[config.mk]
export PLATFORM = sky130hd
export DESIGN_NAME = uart_tx_arbiter
export DESIGN_NICKNAME = d
export VERILOG_FILES = /design/src/rtl/uart_tx_arbiter.sv
export SDC_FILE = /design/constraint.sdc
export NUM_CORES = 1
export LEC_CHECK = 0
export CAP_MARGIN = 20
export CORE_MARGIN = 3
export CORE_UTILIZATION = 51
export CTS_CLUSTER_DIAMETER = 30
export DETAILED_ROUTE_END_ITERATION = 6
export PLACE_DENSITY = 0.79
export SKIP_CTS_REPAIR_TIMING = 1
export SYNTH_ARGS = -nofsm -noshare
export SYNTH_HDL_FRONTEND = slang
export SYNTH_SLANG_ARGS = --single-unit
[constraint.sdc]
create_clock -name clk -period 2.3 [get_ports clk]
set_input_delay 0.69 -clock clk [delete_from_list [all_inputs] [get_ports clk]]
set_output_delay 0.69 -clock clk [all_outputs]
set_load 0.05 [all_outputs]
[src/rtl/uart_tx_arbiter.sv]
// Round-robin arbiter sharing one UART transmitter between two byte sources,
// with a completion watchdog and a sticky timeout flag.
module uart_tx_arbiter #(
  parameter int TIMEOUT = 200000,
  parameter int TO_W    = 18
) (
  input  logic       clk,
  input  logic       reset,
  input  logic       req_a,
  input  logic [7:0] data_a,
  output logic       ack_a,
  input  logic       req_b,
  input  logic [7:0] data_b,
  output logic       ack_b,
  output logic       tx_load,
  output logic [7:0] tx_data,
  input  logic       tx_done,
  output logic       busy,
  output logic       grant_id,
  output logic       timeout_err,
  input  logic       err_clr
);

  typedef enum logic [1:0] {
    IDLE,
    LOAD,
    WAIT,
    ACK
  } state_t;

  localparam logic [TO_W-1:0] TLAST = TO_W'(TIMEOUT - 1);

  state_t          state;
  logic            rr_last;
  logic [TO_W-1:0] timer;
  logic            win_b;
  logic            to_evt;

  // B wins when alone, or on a tie when A held the last grant
  assign win_b  = req_b & (~req_a | ~rr_last);
  assign to_evt = (state == WAIT) & ~tx_done & (timer == TLAST);

  always_ff @(posedge clk or posedge reset) begin
    if (reset) begin
      state       <= IDLE;
      rr_last     <= 1'b1;
      timer       <= '0;
      tx_load     <= 1'b0;
      tx_data     <= 8'h00;
      ack_a       <= 1'b0;
      ack_b       <= 1'b0;
      busy        <= 1'b0;
      grant_id    <= 1'b0;
      timeout_err <= 1'b0;
    end else begin
      tx_load <= 1'b0;
      ack_a   <= 1'b0;
      ack_b   <= 1'b0;

      if (to_evt)
        timeout_err <= 1'b1;
      else if (err_clr)
        timeout_err <= 1'b0;

      unique case (state)
        IDLE: begin
          if (req_a | req_b) begin
            grant_id <= win_b;
            tx_data  <= win_b ? data_b : data_a;
            tx_load  <= 1'b1;
            busy     <= 1'b1;
            state    <= LOAD;
          end
        end
        LOAD: begin
          timer <= '0;
          state <= WAIT;
        end
        WAIT: begin
          timer <= timer + TO_W'(1);
          if (tx_done | to_evt) begin
            rr_last <= grant_id;
            ack_a   <= ~grant_id;
            ack_b   <= grant_id;
            state   <= ACK;
          end
        end
        ACK: begin
          busy  <= 1'b0;
          state <= IDLE;
        end
        default: state <= IDLE;
      endcase
    end
  end

endmodule
Yosys cells after proc, flatten, opt, wreduce, memory -nomap -nowiden

Index checks and enable logic that the tools add are counted.

Logic and storage cells: 50
Bits of input ports: 22
Register bits after elaboration: 35

Bitwise operators: 10
Muxes and demuxes: 15
$add $sub $neg: 1
Eq/ne operators: 6
Reductions and logical operators: 8

Operators by type and width:

| cell                  | number |
|---|---|
| $pmux 18 s2           | 1 |
| $add 18x1->18 const B | 1 |
| $eq 18x18->1 const B  | 1 |
| $mux 1                | 9 |
| $mux 8                | 1 |
| $pmux 2 s4            | 1 |
| $reduce_and 2->1      | 4 |
| $reduce_bool 2->1     | 3 |
| $eq 2x2->1 const B    | 2 |
| $mux 2                | 2 |
| $not 1->1             | 4 |
| $and 1x1->1           | 3 |
| $or 1x1->1            | 3 |
| $eq 2x1->1 const B    | 1 |
| $logic_not 2->1       | 1 |
| $ne 2x1->1 const B    | 1 |
| $ne 2x2->1 const B    | 1 |
| $pmux 1 s2            | 1 |

Logic depth before layout (Yosys ltp)

Depth after elaboration: 6
Depth in mapped cells: 7

Worst setup path after synthesis

OpenSTA, ideal clock, no wires.

Kind: register to register
Start point: register state[0]
End point: register timer[16]
Path slack: 0.144 ns
Cell stages (with the launch flop): 7
Setup time: 0.077 ns
Period minus slack after synthesis: 2.156 ns
Data arrival time: 2.079 ns
Data required time: 2.223 ns
Buffers on the path: 0
Path through: dfrtp_1 inv_1 ha_1 nand4_4 or4_4 or4_1 a21oi_1

Word-level cells in the longest chain between the ends: 2
Elaborated cells between the ends (all ways): 4
Classes of those cells: 2 x eq/ne; 1 x mux; 1 x reduce/logical

Ends and longest elaborated chain:

| element                                          | line | RTL |
|---|---|---|
| start, declared                                  | 33   | `state_t state;` |
| start signal, assigned                           | 45   | `state <= IDLE;` |
| start signal, assigned                           | 72   | `state <= LOAD;` |
| start signal, assigned                           | 77   | `state <= WAIT;` |
| $eq 2x2->1 or $eq 2x1->1 (tied branches)         | 65   | `unique case (state)` |
| $pmux 18 s2 or $reduce_bool 2->1 (tied branches) | -    |  |
| end signal, assigned                             | 80   | `timer <= timer + TO_W'(1);` |
| end, declared                                    | 35   | `logic [TO_W-1:0] timer;` |

Several ways; a longest one is shown, not always the timed one.
A chain may end at the register's enable or synchronous reset.

Final worst setup path

Start point: register state[1]
End point: register timer[16]

Same word-level chain as after synthesis.

==> results.ini <==
[floorplanning]
initial_utilization_pct=55.78
die_height_um=65.19
die_w_um=65.19
core_um2=3203
die_area_um2=4250
io-pin-count=36
core.rowCount=20

[timing]
slew_headroom_pct=66.38
fin_crit_ns=2.230
period_share_pct=96.97
fin_ws_ns=0.06966
skew_ns=0.009022
rsz0062_at_grt=false
hold_violations=0
setup_viol_count_final=0
fmax_ghz=0.4484
drv_slew=0
fin_setup_tns_ns=0
tightestPinTransition_ns=0.5028

[place]
dpl_cell_area_um2=2218
dp.cells=265
place_hpwl_mm=2.912
port_buffers=35
gp_congestion=0.8743
dp_worst_setup_slack_ns=0.1150

[worst_hold_path]
min_from=tx_data[3]$_DFFE_PP0P_
min_path_type=flop to flop
whs_path_depth=2
holdPathEnd=tx_data[3]$_DFFE_PP0P_

[cells_and_area]
drive_gt1_share_pct=11.35
largest_reg_flops=18
layout.cells.non_filler=273
reg.largest.list=timer x18, tx_data x8, state x2
diodes=0
top_register=timer
nets=254
area_growth_pct=28.15
design_area_um2=2290

[setup_path]
worstPathRequired_ns=2.56
start_kind=flop
worstPathMaxFanout=5
r2r_start=state[1]$_DFFE_PP0P_
r2r_end=timer[16]$_DFFE_PP0P_
ff2ff_path_depth=6
cp.arrival_ns=2.49
endpoint_kind=flop
startpoint=state[1]$_DFFE_PP0P_
critical_path_class=flop to flop
r2r_slack_ns=0.07

[clock_tree]
clkTransAtPathRegs_ns=0.10
cts_tree=built
insertion_delay_ns=0.34
htreeDepth=2
cts_buffer_depth=2
cts-root-buf=clkbuf_4
clock_sinks=35
numCtsBuffers=5

[global_routing]
antenna_found_initial=0
grt_pass1_vias=1513
overflow=0
grt_pass1_wl_mm=6.851
grt_max_degree=36
grt.total_usage_pct=20.62

[yosys]
synth_area_leaders=dfrtp_1 (48%), mux2i_1 (4.5%), nand2_1 (4.2%)
synth_fp_nets=210
ys_top_cells_by_count=dfrtp_1 (34), nand2_1 (20), o21ai_0 (15)
synth-seq-cells=35
synth_top_cell_by_area=dfrtp_1
synth.top_cell.area_share_pct=47.62
async_flop_share_pct=100.0
synth-edff-count=0
ys_warn_count=0
syn_inst=184
syn_avg_cell_area_um2=9.710
ys.flop_type=dfrtp_1
seq_area_frac_synth_pct=49.09
synth_area_um2=1787
synth_cell_types=42
post-synth-top-count-cell=dfrtp_1

[drt]
vias_per_cell=5.637
routed_wl_mm=3.985
drtIter0Drc=93
routedWlPerCell_um=14.60
drc_errors=0
vias=1539
drtAntennaViolNets=0
firstDrtPassIters=4

[power_and_ir_drop]
powerDensity_nw_per_um2=1091
vdd_ir_drop_max_uv=561.9
power_leakage_uw=0.001008
p_total_uw=2499

[run_status]
status=finished, final reports clean

[flow_run]
drv_cap=0

## cell usage in the layout (no fill, tap or decap), types with 2 or more instances in the layout
cell type        synthesis  layout
dfrtp_1                 34      34
clkdlybuf4s50_1          0      34
nand2_1                 20      20
o21ai_0                 15      15
nor2_1                  14      14
inv_1                   11      11
nand3_1                  8       8
a21oi_1                  8       8
mux2i_1                  8       8
nor3_1                   7       7
buf_4                    0       7
xnor2_1                  6       6
clkbuf_4                 0       5
ha_1                     4       4
nand4_1                  3       3
nor4_1                   3       3
nand2b_1                 3       3
and3_1                   3       3
a31oi_1                  3       3
o31ai_1                  2       2
a22o_1                   2       2
or3_2                    2       2
a41o_1                   2       2
nor4bb_1                 2       2
o211ai_1                 2       2
clkbuf_8                 0       2
## metal layers
metal	vias to the layer above	routed length [um]	track usage, %
met5	-	0	0
met4	0	61	7.513
met3	9	309	6.154
met2	66	1832	32.49
met1	714	1782	26.87
li1	750	-	-
## power breakdown
part | leakage [uW] | internal [uW] | switching, uW
logic | 0.000507 | 442 | 826
clock network | 0.0000386 | 180 | 197
registers | 0.000462 | 760 | 93.8
## metrics by stage
step           util, %  hold WS, ns
2_1_floorplan        -       0.5145
3_3_place_gp     69.26       0.4668
3_5_place_dp     69.26       0.4718
4_1_cts          71.41       0.4945
5_1_grt          71.48       0.5243
6_report         71.48       0.4914
## final cells by class
cell class | instances | area (um2)
fill | 249 | 913.4
multi-input combinational | 133 | 842.1
inverter | 11 | 41.29
tap | 44 | 55.05
clock buffer | 8 | 68.82
sequential | 35 | 877.1
timing repair buffer | 42 | 405.4
## how the worst max path moves through the flow
stage	slack, ns	endpoint
floorplan	0.14	timer[16]$_DFFE_PP0P_
global placement	0.18	state[1]$_DFFE_PP0P_
detailed placement	0.12	timer[16]$_DFFE_PP0P_
CTS	-0.02	grant_id
global route	0.005	timer[16]$_DFFE_PP0P_
finish	0.07	timer[16]$_DFFE_PP0P_
## critical path, stage by stage, from the launching register on
cell and delay (ns):
dfrtp_1 0.42, inv_1 0.09, ha_1 0.33, nand4_4 0.10, or4_4 0.53, or4_1 0.52
a21oi_1 0.16
## logic make-up after synthesis
kind of cell	share of synthesized area, %
AO/OA/AOI/OAI	14.36
buffers and inverters	3.781
flip-flops	49.09
multiplexers	4.482
AND/OR/NAND/NOR	22.06
XOR/XNOR	3.431
adder cells (fa/ha/maj)	2.801
Note: power is estimated with default switching activity, not from simulation.
